--- config.mk ---
export PLATFORM = sky130hd
export DESIGN_NAME = mips_trace_buffer_flat
export DESIGN_NICKNAME = d
export VERILOG_FILES = /design/src/rtl/mips_trace_buffer_pkg.sv /design/src/rtl/mips_trace_buffer_if.sv /design/src/rtl/mips_trace_buffer_ram.sv /design/src/rtl/mips_trace_buffer.sv /design/src/flat_wrapper.sv
export SDC_FILE = /design/constraint.sdc
export NUM_CORES = 2
export LEC_CHECK = 0
export CAP_MARGIN = 20
export CORE_MARGIN = 8
export CORE_UTILIZATION = 35
export DETAILED_ROUTE_END_ITERATION = 8
export DONT_BUFFER_PORTS = 1
export GPL_TIMING_DRIVEN = 0
export SYNTH_ARGS = -nofsm -noshare
export SYNTH_HDL_FRONTEND = slang
export SYNTH_HIERARCHICAL = 1
export SYNTH_SLANG_ARGS = --single-unit
--- constraint.sdc ---
create_clock -name clk -period 9.4 [get_ports clk]
set_clock_uncertainty 0.1 [all_clocks]
set_input_delay 0.47 -clock clk [delete_from_list [all_inputs] [get_ports clk]]
set_output_delay 0.47 -clock clk [all_outputs]
set_load 0.005 [all_outputs]
--- src/rtl/mips_trace_buffer_pkg.sv ---
// Shared types for the MIPS trace buffer: FSM states, the stored entry layout,
// and the pointer-width helper used to size buffer addresses.
package mips_trace_pkg;

    localparam int TRACE_W    = 32;
    localparam int TRACE_TS_W = 16;

    typedef enum logic [1:0] {
        ST_IDLE  = 2'd0,
        ST_ARMED = 2'd1,
        ST_POST  = 2'd2,
        ST_DONE  = 2'd3
    } trace_state_e;

    // Field order matches the packed word held in trace_ram at default widths.
    typedef struct packed {
        logic [TRACE_W-1:0]    pc;
        logic [TRACE_W-1:0]    alu;
        logic [TRACE_W-1:0]    wd;
        logic [TRACE_TS_W-1:0] ts;
    } trace_entry_t;

    function automatic int ptr_w(input int depth);
        return (depth > 1) ? $clog2(depth) : 1;
    endfunction

endpackage

--- src/rtl/mips_trace_buffer_if.sv ---
// Observation, control and readout bundle between the MIPS core side and the
// trace buffer.
interface mips_trace_buffer_if #(
    parameter int WIDTH = 32,
    parameter int DEPTH = 16,
    parameter int TS_W  = 16
);
    localparam int AW = mips_trace_pkg::ptr_w(DEPTH);

    logic             arm;
    logic             trig_en;
    logic [WIDTH-1:0] trig_pc;
    logic             force_trig;
    logic             sample_valid;
    logic [WIDTH-1:0] pc;
    logic [WIDTH-1:0] alu_out;
    logic [WIDTH-1:0] write_data;
    logic [AW-1:0]    rd_addr;

    logic             busy;
    logic             done;
    logic [AW:0]      valid_count;
    logic [AW-1:0]    trig_index;
    logic [WIDTH-1:0] rd_pc;
    logic [WIDTH-1:0] rd_alu;
    logic [WIDTH-1:0] rd_wd;
    logic [TS_W-1:0]  rd_ts;

    modport master (
        output arm, trig_en, trig_pc, force_trig, sample_valid,
               pc, alu_out, write_data, rd_addr,
        input  busy, done, valid_count, trig_index, rd_pc, rd_alu, rd_wd, rd_ts
    );

    modport slave (
        input  arm, trig_en, trig_pc, force_trig, sample_valid,
               pc, alu_out, write_data, rd_addr,
        output busy, done, valid_count, trig_index, rd_pc, rd_alu, rd_wd, rd_ts
    );

endinterface

--- src/rtl/mips_trace_buffer_ram.sv ---
// Simple dual-port trace storage: one write port, one synchronous read port.
module trace_ram #(
    parameter int DW    = 112,
    parameter int DEPTH = 16,
    parameter int AW    = 4
) (
    input  logic          clk,
    input  logic          we_i,
    input  logic [AW-1:0] waddr_i,
    input  logic [DW-1:0] wdata_i,
    input  logic [AW-1:0] raddr_i,
    output logic [DW-1:0] rdata_o
);
    logic [DW-1:0] mem_q [DEPTH];
    logic [DW-1:0] rdata_q;

    // No reset: contents are fenced off by the caller's valid count instead.
    always_ff @(posedge clk) begin
        if (we_i) begin
            mem_q[waddr_i] <= wdata_i;
        end
        rdata_q <= mem_q[raddr_i];
    end

    assign rdata_o = rdata_q;

endmodule

--- src/rtl/mips_trace_buffer.sv ---
// Trace capture beside the MIPS core: rolling PC/ALU/store-data history with a
// post-trigger window, frozen in DONE for random-access readout.
module mips_trace_buffer
    import mips_trace_pkg::*;
#(
    parameter int WIDTH    = 32,
    parameter int DEPTH    = 16,
    parameter int PRE_TRIG = 8,
    parameter int TS_W     = 16
) (
    input  logic         clk,
    input  logic         rst,
    mips_trace_buffer_if.slave bus
);
    localparam int AW     = ptr_w(DEPTH);
    localparam int CW     = AW + 1;
    localparam int EW     = 3 * WIDTH + TS_W;
    localparam int POST_N = DEPTH - PRE_TRIG - 1;
    localparam logic [CW-1:0] FULL      = CW'(DEPTH);
    localparam logic [CW-1:0] WINDOW    = CW'(DEPTH - PRE_TRIG);
    localparam logic [CW-1:0] POST_LAST = CW'(POST_N);

    trace_state_e    state_q;
    logic            busy_q;
    logic            done_q;
    logic            pend_q;
    logic [AW-1:0]   wr_ptr_q;
    logic [AW-1:0]   trig_index_q;
    logic [CW-1:0]   count_q;
    logic [CW-1:0]   post_q;
    logic [TS_W-1:0] ts_q;
    logic            rd_ok_q;

    logic            capture;
    logic            hit;
    logic [CW-1:0]   count_d;
    logic [CW-1:0]   post_d;
    logic [AW-1:0]   oldest;
    logic [AW-1:0]   rd_ptr;
    logic [EW-1:0]   wr_entry;
    logic [EW-1:0]   rd_entry;

    always_comb begin
        capture = bus.sample_valid && !bus.arm &&
                  ((state_q == ST_ARMED) || (state_q == ST_POST));
        hit     = (bus.trig_en && (bus.pc == bus.trig_pc)) || bus.force_trig || pend_q;
        count_d = (count_q == FULL) ? count_q : count_q + 1'b1;
        post_d  = post_q + 1'b1;
        // Once the ring has wrapped, the next slot to overwrite is the oldest.
        oldest  = (count_q == FULL) ? wr_ptr_q : '0;
        rd_ptr  = oldest + bus.rd_addr;
    end

    assign wr_entry = {bus.pc, bus.alu_out, bus.write_data, ts_q};

    always_ff @(posedge clk or posedge rst) begin
        if (rst) begin
            state_q      <= ST_IDLE;
            busy_q       <= 1'b0;
            done_q       <= 1'b0;
            pend_q       <= 1'b0;
            wr_ptr_q     <= '0;
            count_q      <= '0;
            post_q       <= '0;
            ts_q         <= '0;
            trig_index_q <= '0;
        end else if (bus.arm) begin
            state_q      <= ST_ARMED;
            busy_q       <= 1'b1;
            done_q       <= 1'b0;
            pend_q       <= 1'b0;
            wr_ptr_q     <= '0;
            count_q      <= '0;
            post_q       <= '0;
            ts_q         <= '0;
            trig_index_q <= '0;
        end else begin
            if (busy_q && (ts_q != '1)) begin
                ts_q <= ts_q + 1'b1;
            end
            if (capture) begin
                wr_ptr_q <= wr_ptr_q + 1'b1;
                count_q  <= count_d;
            end
            case (state_q)
                ST_ARMED: begin
                    if (bus.sample_valid && hit) begin
                        pend_q <= 1'b0;
                        if (POST_N == 0) begin
                            state_q      <= ST_DONE;
                            busy_q       <= 1'b0;
                            done_q       <= 1'b1;
                            trig_index_q <= AW'(count_d - WINDOW);
                        end else begin
                            state_q <= ST_POST;
                            post_q  <= '0;
                        end
                    end else if (!bus.sample_valid && bus.force_trig) begin
                        pend_q <= 1'b1;
                    end
                end
                ST_POST: begin
                    if (bus.sample_valid) begin
                        post_q <= post_d;
                        if (post_d == POST_LAST) begin
                            state_q      <= ST_DONE;
                            busy_q       <= 1'b0;
                            done_q       <= 1'b1;
                            trig_index_q <= AW'(count_d - WINDOW);
                        end
                    end
                end
                default: ;
            endcase
        end
    end

    // Readout gate shares the RAM's one-cycle latency so data and mask line up.
    always_ff @(posedge clk or posedge rst) begin
        if (rst) begin
            rd_ok_q <= 1'b0;
        end else begin
            rd_ok_q <= (state_q == ST_DONE) && ({1'b0, bus.rd_addr} < count_q);
        end
    end

    trace_ram #(
        .DW    (EW),
        .DEPTH (DEPTH),
        .AW    (AW)
    ) u_ram (
        .clk     (clk),
        .we_i    (capture),
        .waddr_i (wr_ptr_q),
        .wdata_i (wr_entry),
        .raddr_i (rd_ptr),
        .rdata_o (rd_entry)
    );

    assign bus.busy        = busy_q;
    assign bus.done        = done_q;
    assign bus.valid_count = count_q;
    assign bus.trig_index  = trig_index_q;
    assign {bus.rd_pc, bus.rd_alu, bus.rd_wd, bus.rd_ts} = rd_ok_q ? rd_entry : '0;

endmodule

--- src/flat_wrapper.sv ---
// flat-port wrapper written by rule: the top's interface ports become plain ports
module mips_trace_buffer_flat import mips_trace_pkg::*;
#(
    parameter int WIDTH    = 32,
    parameter int DEPTH    = 16,
    parameter int PRE_TRIG = 8,
    parameter int TS_W     = 16
)
  (clk, rst, bus_arm, bus_trig_en, bus_trig_pc, bus_force_trig, bus_sample_valid, bus_pc, bus_alu_out, bus_write_data, bus_rd_addr, bus_busy, bus_done, bus_valid_count, bus_trig_index, bus_rd_pc, bus_rd_alu, bus_rd_wd, bus_rd_ts);
  mips_trace_buffer_if #(.WIDTH(WIDTH), .DEPTH(DEPTH), .TS_W(TS_W)) bus_i ();
  input  logic clk;
  input  logic rst;
  input wire logic [$bits(bus_i.arm)-1:0] bus_arm;
  input wire logic [$bits(bus_i.trig_en)-1:0] bus_trig_en;
  input wire logic [$bits(bus_i.trig_pc)-1:0] bus_trig_pc;
  input wire logic [$bits(bus_i.force_trig)-1:0] bus_force_trig;
  input wire logic [$bits(bus_i.sample_valid)-1:0] bus_sample_valid;
  input wire logic [$bits(bus_i.pc)-1:0] bus_pc;
  input wire logic [$bits(bus_i.alu_out)-1:0] bus_alu_out;
  input wire logic [$bits(bus_i.write_data)-1:0] bus_write_data;
  input wire logic [$bits(bus_i.rd_addr)-1:0] bus_rd_addr;
  output wire logic [$bits(bus_i.busy)-1:0] bus_busy;
  output wire logic [$bits(bus_i.done)-1:0] bus_done;
  output wire logic [$bits(bus_i.valid_count)-1:0] bus_valid_count;
  output wire logic [$bits(bus_i.trig_index)-1:0] bus_trig_index;
  output wire logic [$bits(bus_i.rd_pc)-1:0] bus_rd_pc;
  output wire logic [$bits(bus_i.rd_alu)-1:0] bus_rd_alu;
  output wire logic [$bits(bus_i.rd_wd)-1:0] bus_rd_wd;
  output wire logic [$bits(bus_i.rd_ts)-1:0] bus_rd_ts;
  assign bus_i.arm = bus_arm;
  assign bus_i.trig_en = bus_trig_en;
  assign bus_i.trig_pc = bus_trig_pc;
  assign bus_i.force_trig = bus_force_trig;
  assign bus_i.sample_valid = bus_sample_valid;
  assign bus_i.pc = bus_pc;
  assign bus_i.alu_out = bus_alu_out;
  assign bus_i.write_data = bus_write_data;
  assign bus_i.rd_addr = bus_rd_addr;
  assign bus_busy = bus_i.busy;
  assign bus_done = bus_i.done;
  assign bus_valid_count = bus_i.valid_count;
  assign bus_trig_index = bus_i.trig_index;
  assign bus_rd_pc = bus_i.rd_pc;
  assign bus_rd_alu = bus_i.rd_alu;
  assign bus_rd_wd = bus_i.rd_wd;
  assign bus_rd_ts = bus_i.rd_ts;
  mips_trace_buffer #(.WIDTH(WIDTH), .DEPTH(DEPTH), .PRE_TRIG(PRE_TRIG), .TS_W(TS_W)) u_core (.clk(clk), .rst(rst), .bus(bus_i));
endmodule
Word-level counts from Yosys, hierarchy flattened
Memories as Yosys holds them, arrays and structs flattened. A register that Yosys moved wholly into a read port is not among the register bits. Index checks and enable logic that the tools add are counted.

Reduce and logical (&&, ||, !) cells: 24. $add $sub $neg: 6. Multiplexer cells: 36. Magnitude comparators: 1. Equality and inequality tests: 10.

Operator list (count): two-way mux 112 bit (1); equality test 32 bit (1); two-way mux 16 bit (2); two-way mux 5 bit (6); two-way mux 4 bit (7); adder 16 x 1 -> 16 bit, second input constant (1); != test 16 bit, second input constant (1); two-way mux 1 bit (14); nonzero test 2 bit (6); adder 5 x 1 -> 5 bit, second input constant (2); one-hot mux 5 bit (2 select lines) (1); != test 3 bit, second input constant (3); two-way mux 2 bit (4); logical AND 1 bit (7); AND reduction 3 bit (2); nonzero test 3 bit (2); equality test 5 x 3 -> 1 bit, second input constant (1); equality test 5 bit, second input constant (1); less-than comparator 4 x 5 -> 1 bit (1); adder 4 x 1 -> 4 bit, second input constant (1); adder 4 bit (1); equality test 2 bit, second input constant (2); one-hot mux 2 bit (2 select lines) (1); AND reduction 4 bit (1); other kinds (5) (8).

Memories: 1. Flip-flop bits (word level): 40. Logic and storage cells: 88. Output and inout port bits: 123. Bits of input ports: 138. Memory bits (writable): 1792.

Memory list: u_core.u_ram.mem_q (depth 16, width 112, read ports 1, clocked after Yosys merged registers in 1, write ports 1, RTL line mips_trace_buffer_ram.sv:14) `logic [DW-1:0] mem_q [DEPTH];`.

Logic depth before layout (Yosys ltp)
Depth after elaboration: 8. Gate-level depth with buffers: 16. Depth with buffers taken out: 12.

Hierarchy
The synthesis kept the hierarchy.

By module, submodules not included: trace_ram (area an instance 69170.1 sq um, sequential area each 56053.8 sq um, times used 1, cells each 2864); mips_trace_buffer (area an instance 3559.7 sq um, sequential area each 1001.0 sq um, times used 1, cells each 427).

Worst setup path before layout
No wires, ideal clock.

Kind: register -> register. From: reg u_core.state_q[0]. To: mem u_core.u_ram.mem_q[0][0], enable pin. Buffers on the path: 0. Cell stages (with the launch flop): 7. Required time: 8.580 ns. Period minus slack after synthesis: 9.996 ns. Arrival: 9.176 ns. Library setup time: 0.720 ns. Path slack: -0.596 ns. Cells stage by stage: dfrtp_1 inv_1 ha_1 nand2b_1 nor2_1 or3b_2 nor3_1.

Cells in the longest elaborated chain, start to end: 5. Elaborated cells between the ends (all ways): 6. Classes of those cells: 2 x eq/ne; 2 x mux; 2 x reduce/logical.

Ends and longest elaborated chain: start: declaration (RTL line mips_trace_buffer.sv:23) `trace_state_e state_q;`; start signal: assignment (RTL line mips_trace_buffer.sv:58) `state_q <= ST_IDLE;`; start signal: assignment (RTL line mips_trace_buffer.sv:68) `state_q <= ST_ARMED;`; start signal: assignment (RTL line mips_trace_buffer.sv:90) `state_q <= ST_DONE;`; equality test 2 x 1 -> 1 bit or equality test 2 bit (tied branches) (RTL line mips_trace_buffer.sv:45) `((state_q == ST_ARMED) || (state_q == ST_POST));`; logical OR 1 bit (*) (RTL line mips_trace_buffer.sv:45); logical AND 1 bit (*) (RTL line mips_trace_buffer.sv:44) `capture = bus.sample_valid && !bus.arm &&`; named net u_core.capture (RTL line mips_trace_buffer.sv:34) `logic capture;`; two-way mux 1 bit (*) (RTL line mips_trace_buffer_ram.sv:19) `if (we_i) begin`; two-way mux 1 bit (not written as such) (*) (RTL line mips_trace_buffer_ram.sv:20) `mem_q[waddr_i] <= wdata_i;`; end: declaration (RTL line mips_trace_buffer_ram.sv:14).

Mark *: on every way through the listed nets, which the timed path passes. The rest lies on a longest branch.

Final worst setup path
From: reg u_core.count_q[0], in the netlist u_core/bus.valid_count[0]. To: reg u_core.u_ram.rdata_q[31], in the netlist u_core/u_ram/rdata_o[31] (read register of u_core.u_ram.mem_q).

Cells in the longest elaborated chain, start to end: 3.

Ends and longest elaborated chain: start: declaration (RTL line mips_trace_buffer.sv:29) `logic [CW-1:0] count_q;`; start signal: assignment (RTL line mips_trace_buffer.sv:83) `count_q <= count_d;`; equality test 5 bit (RTL line mips_trace_buffer.sv:50) `oldest = (count_q == FULL) ? wr_ptr_q : '0;`; two-way mux 4 bit (RTL line mips_trace_buffer.sv:50); adder 4 bit (RTL line mips_trace_buffer.sv:51) `rd_ptr = oldest + bus.rd_addr;`; named net u_core.rd_ptr[2] (RTL line mips_trace_buffer.sv:39) `logic [AW-1:0] rd_ptr;`; end: declaration (RTL line mips_trace_buffer_ram.sv:15) `logic [DW-1:0] rdata_q;`.

The timed path passes the listed nets, and every way through them passes these cells. A chain may end at the register's enable or synchronous reset.

==> flow_summary.ini <==
[run_status]
status = completed

[synth]
ys.flop_type = edfxtp_1
synth_cell_types = 60
synth_warnings = 6
synthCells = 3291
synth_top_area_share_pct = 74.0
synth_area_um2 = 72700
async_reset_ff_share_pct = 2.06
yosysMostFrequentCell = edfxtp_1
ys_seq_area_share_pct = 78.4
ys_top_cells_by_count = 1792 x edfxtp_1, 448 x mux4_2, 224 x a22oi_1
synthAdderAreaFrac_pct = 0.286
postSynthAreaPerCell_um2 = 22.1
synth_area_leaders = edfxtp_1 74%, mux4_2 14%, dfxtp_1 3.1%, a22oi_1 2.3%, dfrtp_1 1.4%
ys_ff_latch = 1944
syn_nets = 3445
yosys.area.top_type = edfxtp_1
synth.area.mux_share_pct = 13.9
post_synth_and_or_nand_nor_area_fraction_pct = 2.68
synth_compound_area_share_pct = 2.68
synth-edff-count = 1792
synth_top_family_by_area = multiplexers
synth-xor-area-share_pct = 0.662

[timing]
final.period_utilization_pct = 55.3
rsz0062_at_grt = false
slew_violations = 0
setup_viol_count_final = 0
relSlewSlack_pct = 24.9
worst_pin_slew_ns = 1.12
fin_tns_setup_ns = 0
finalHoldViolCount = 0
min_period_ns = 5.20
fmax_ghz = 0.192

[route]
avgRoutedWirePerCell_um = 28.9
ant_nets = 0
remaining_drc_errors = 0
wl_um = 189000
dr.pass1.iters = 5
via_per_inst = 5.33
drtIter0Drc = 4139
routed-via-count = 35000

[clocking]
cts_max_level = 4
cts_tree = yes
cts_made_buffers = 183
cts_root_buffer = clkbuf_16
cts_sinks = 1944
cts_resized = 0
path_clk_slew_ns = 0.06
post-cts-setup-buffers = 0
cts.path.max_buffers = 3
insertion_delay_ns = 0.80

[power]
p_clk_share_pct = 40.5
power.net_switching_uw = 3750
power_frac_seq_pct = 54.1
combPwrFrac_pct = 5.4
powerDensity_nw_per_um2 = 208
internal-power_uw = 14100
finalPower_uw = 17800
vdd.ir_drop.worst_mv = 0.187
p_leak_uw = 0.0273
p_sw_share_pct = 21.0

[global_route]
track_usage_pct = 16.7
antenna_found_initial = 28
grt_first_pass_wirelength_um = 269000
grt-ovfl-total = 0
grt_pass1_vias = 35800
grt_start_max_net_pins = 40

[die]
core_um2 = 207000
rows = 167
die_w_um = 472
pin_count = 261
start_util_pct = 35.2
dieArea_um2 = 223000
die_height_um = 472

[placement]
placed_area_um2 = 78800
place.gp.congestion = 0.708
dp_hpwl_um = 125000
port_buffers = 0

[worst_setup_path]
start_kind = flop
arrival_ns = 5.80
required_ns = 10.00
end_kind = flop
cp_max_fo = 10
path_class = flop to flop

[layout]
fin_area_um2 = 85700
layout-drive-gt1-share_pct = 23.7
area_growth_pct = 17.8
nNetsFinal = 3848

[worst_hold_path]
min_path_type = primary input to async pin

[flow_run]
drv_cap = 0
cell families after synthesis:
logic type,after synthesis
DFF,1944
muxes,452
and+or+nand+nor,369
AOI/OAI and AO/OA,268
buffers and inverters,187
xor gates and xnor gates,55
adders and majority gates,16
metal layers:
metal	up-vias	share of wire, %	wire length [µm]	global-route usage, %
li1	14500	-	-	-
met1	18800	42	79200	23.0
met2	1370	48	90500	26.9
met3	230	8.0	15100	3.88
met4	4	2.4	4580	4.27
met5	-	0.014	27	0
layout by cell type, fill, tap and decap left out, drive strengths merged, types with 4 or more instances in the layout:
cell type,count
ha,15
or3,4
xnor2,15
nor3,10
nor4,11
nand2,131
mux4,448
dlygate4sd3,104
edfxtp,1792
buf,212
a22oi,224
bufinv,11
diode,8
nand3,16
clkinv,58
a31oi,5
inv,24
xor2,40
clkbuf,334
nand4,7
o21ai,10
nand2b,8
dfrtp,40
a21oi,16
nor2b,6
and2,118
and3,4
dfxtp,112
nor2,42
final cells by class:
type	count	area [µm²]
clock buffers	263	5150
fillers	17900	121000
inverters	17	63.8
multi-input cells	1160	14900
flip-flops and latches	1944	57100
well taps	2704	3380
clock inverters	78	697
repair buffers	218	3540
diodes	8	20.0
plain buffers	170	898
flip-flops by register name, indices dropped and copies added (netlist names), 2 cells and up:
register and flops:
u_core/u_ram/rdata_o 112, u_core/state_q 2, u_core/bus.valid_count 5, u_core/post_q 5, u_core/wr_ptr_q 4, u_core/bus.trig_index 4, u_core/ts_q 16, u_core/u_ram/mem_q 1792
through the flow:
stage          utilization, %  worst slack, ns  cells  hold slack, ns
6_report                 41.4             4.20   6562          0.0621
3_3_place_gp             36.8            -4.19   5995           0.412
5_1_grt                  41.4             3.93   6557          0.0409
2_1_floorplan               -             2.43   3291           0.377
3_5_place_dp             38.1             4.28   6109           0.125
4_1_cts                  41.4             4.25   6554          0.0139
worst paths after layout:
| check | from | cells past startpoint | to | slack [ns] |
|---|---|---|---|---|
| setup reg to reg | u_core/bus.valid_count[0]$_DFFE_PP0P_ | 15 | u_core/u_ram/rdata_o[31]$_DFF_P_ | 4.20 |
| hold reg to reg | u_core/bus.done$_DFFE_PP0P_ | 1 | u_core/bus.done$_DFFE_PP0P_ | 0.43 |
| min in group clk | bus_sample_valid | 4 | u_core/bus.valid_count[1]$_DFFE_PP0P_ | 0.09 |
| hold / removal | rst | 3 | u_core/bus.valid_count[1]$_DFFE_PP0P_ | 0.06 |
| setup / recovery | u_core/bus.valid_count[0]$_DFFE_PP0P_ | 15 | u_core/u_ram/rdata_o[31]$_DFF_P_ | 4.20 |
| max in group asynchronous | rst | 3 | u_core/rd_ok_q$_DFF_PP0_ | 8.67 |
power groups by stage:
stage / logic, µW / clock network (µW) / registers, µW
6_report: 957 / 7220 / 9630
5_1_grt: 1030 / 7720 / 9640
4_1_cts: 984 / 7390 / 9630
3_5_place_dp: 853 / 0 / 9820
3_3_place_gp: 784 / 0 / 9850
2_1_floorplan: 500 / 0 / 9820
what timing repair did:
action,CTS,global route
endpoints found under the hold margin,1591,0
setup endpoints to repair,0,0
hold buffers,104,0
worst max-delay path: stages, from the launching register on:
cell	delay (ns)
dfrtp_1	0.46
inv_1	0.11
ha_1	0.14
and4_1	0.18
clkbuf_1	0.30
and2_1	0.19
ha_1	0.17
inv_1	0.06
fa_1	0.39
xnor2_1	0.67
and2_1	0.22
clkbuf_1	0.32
clkbuf_2	0.67
clkbuf_1	0.71
a22oi_1	0.18
nand2_1	0.21
No activity file was read; power rests on OpenSTA's default activity.
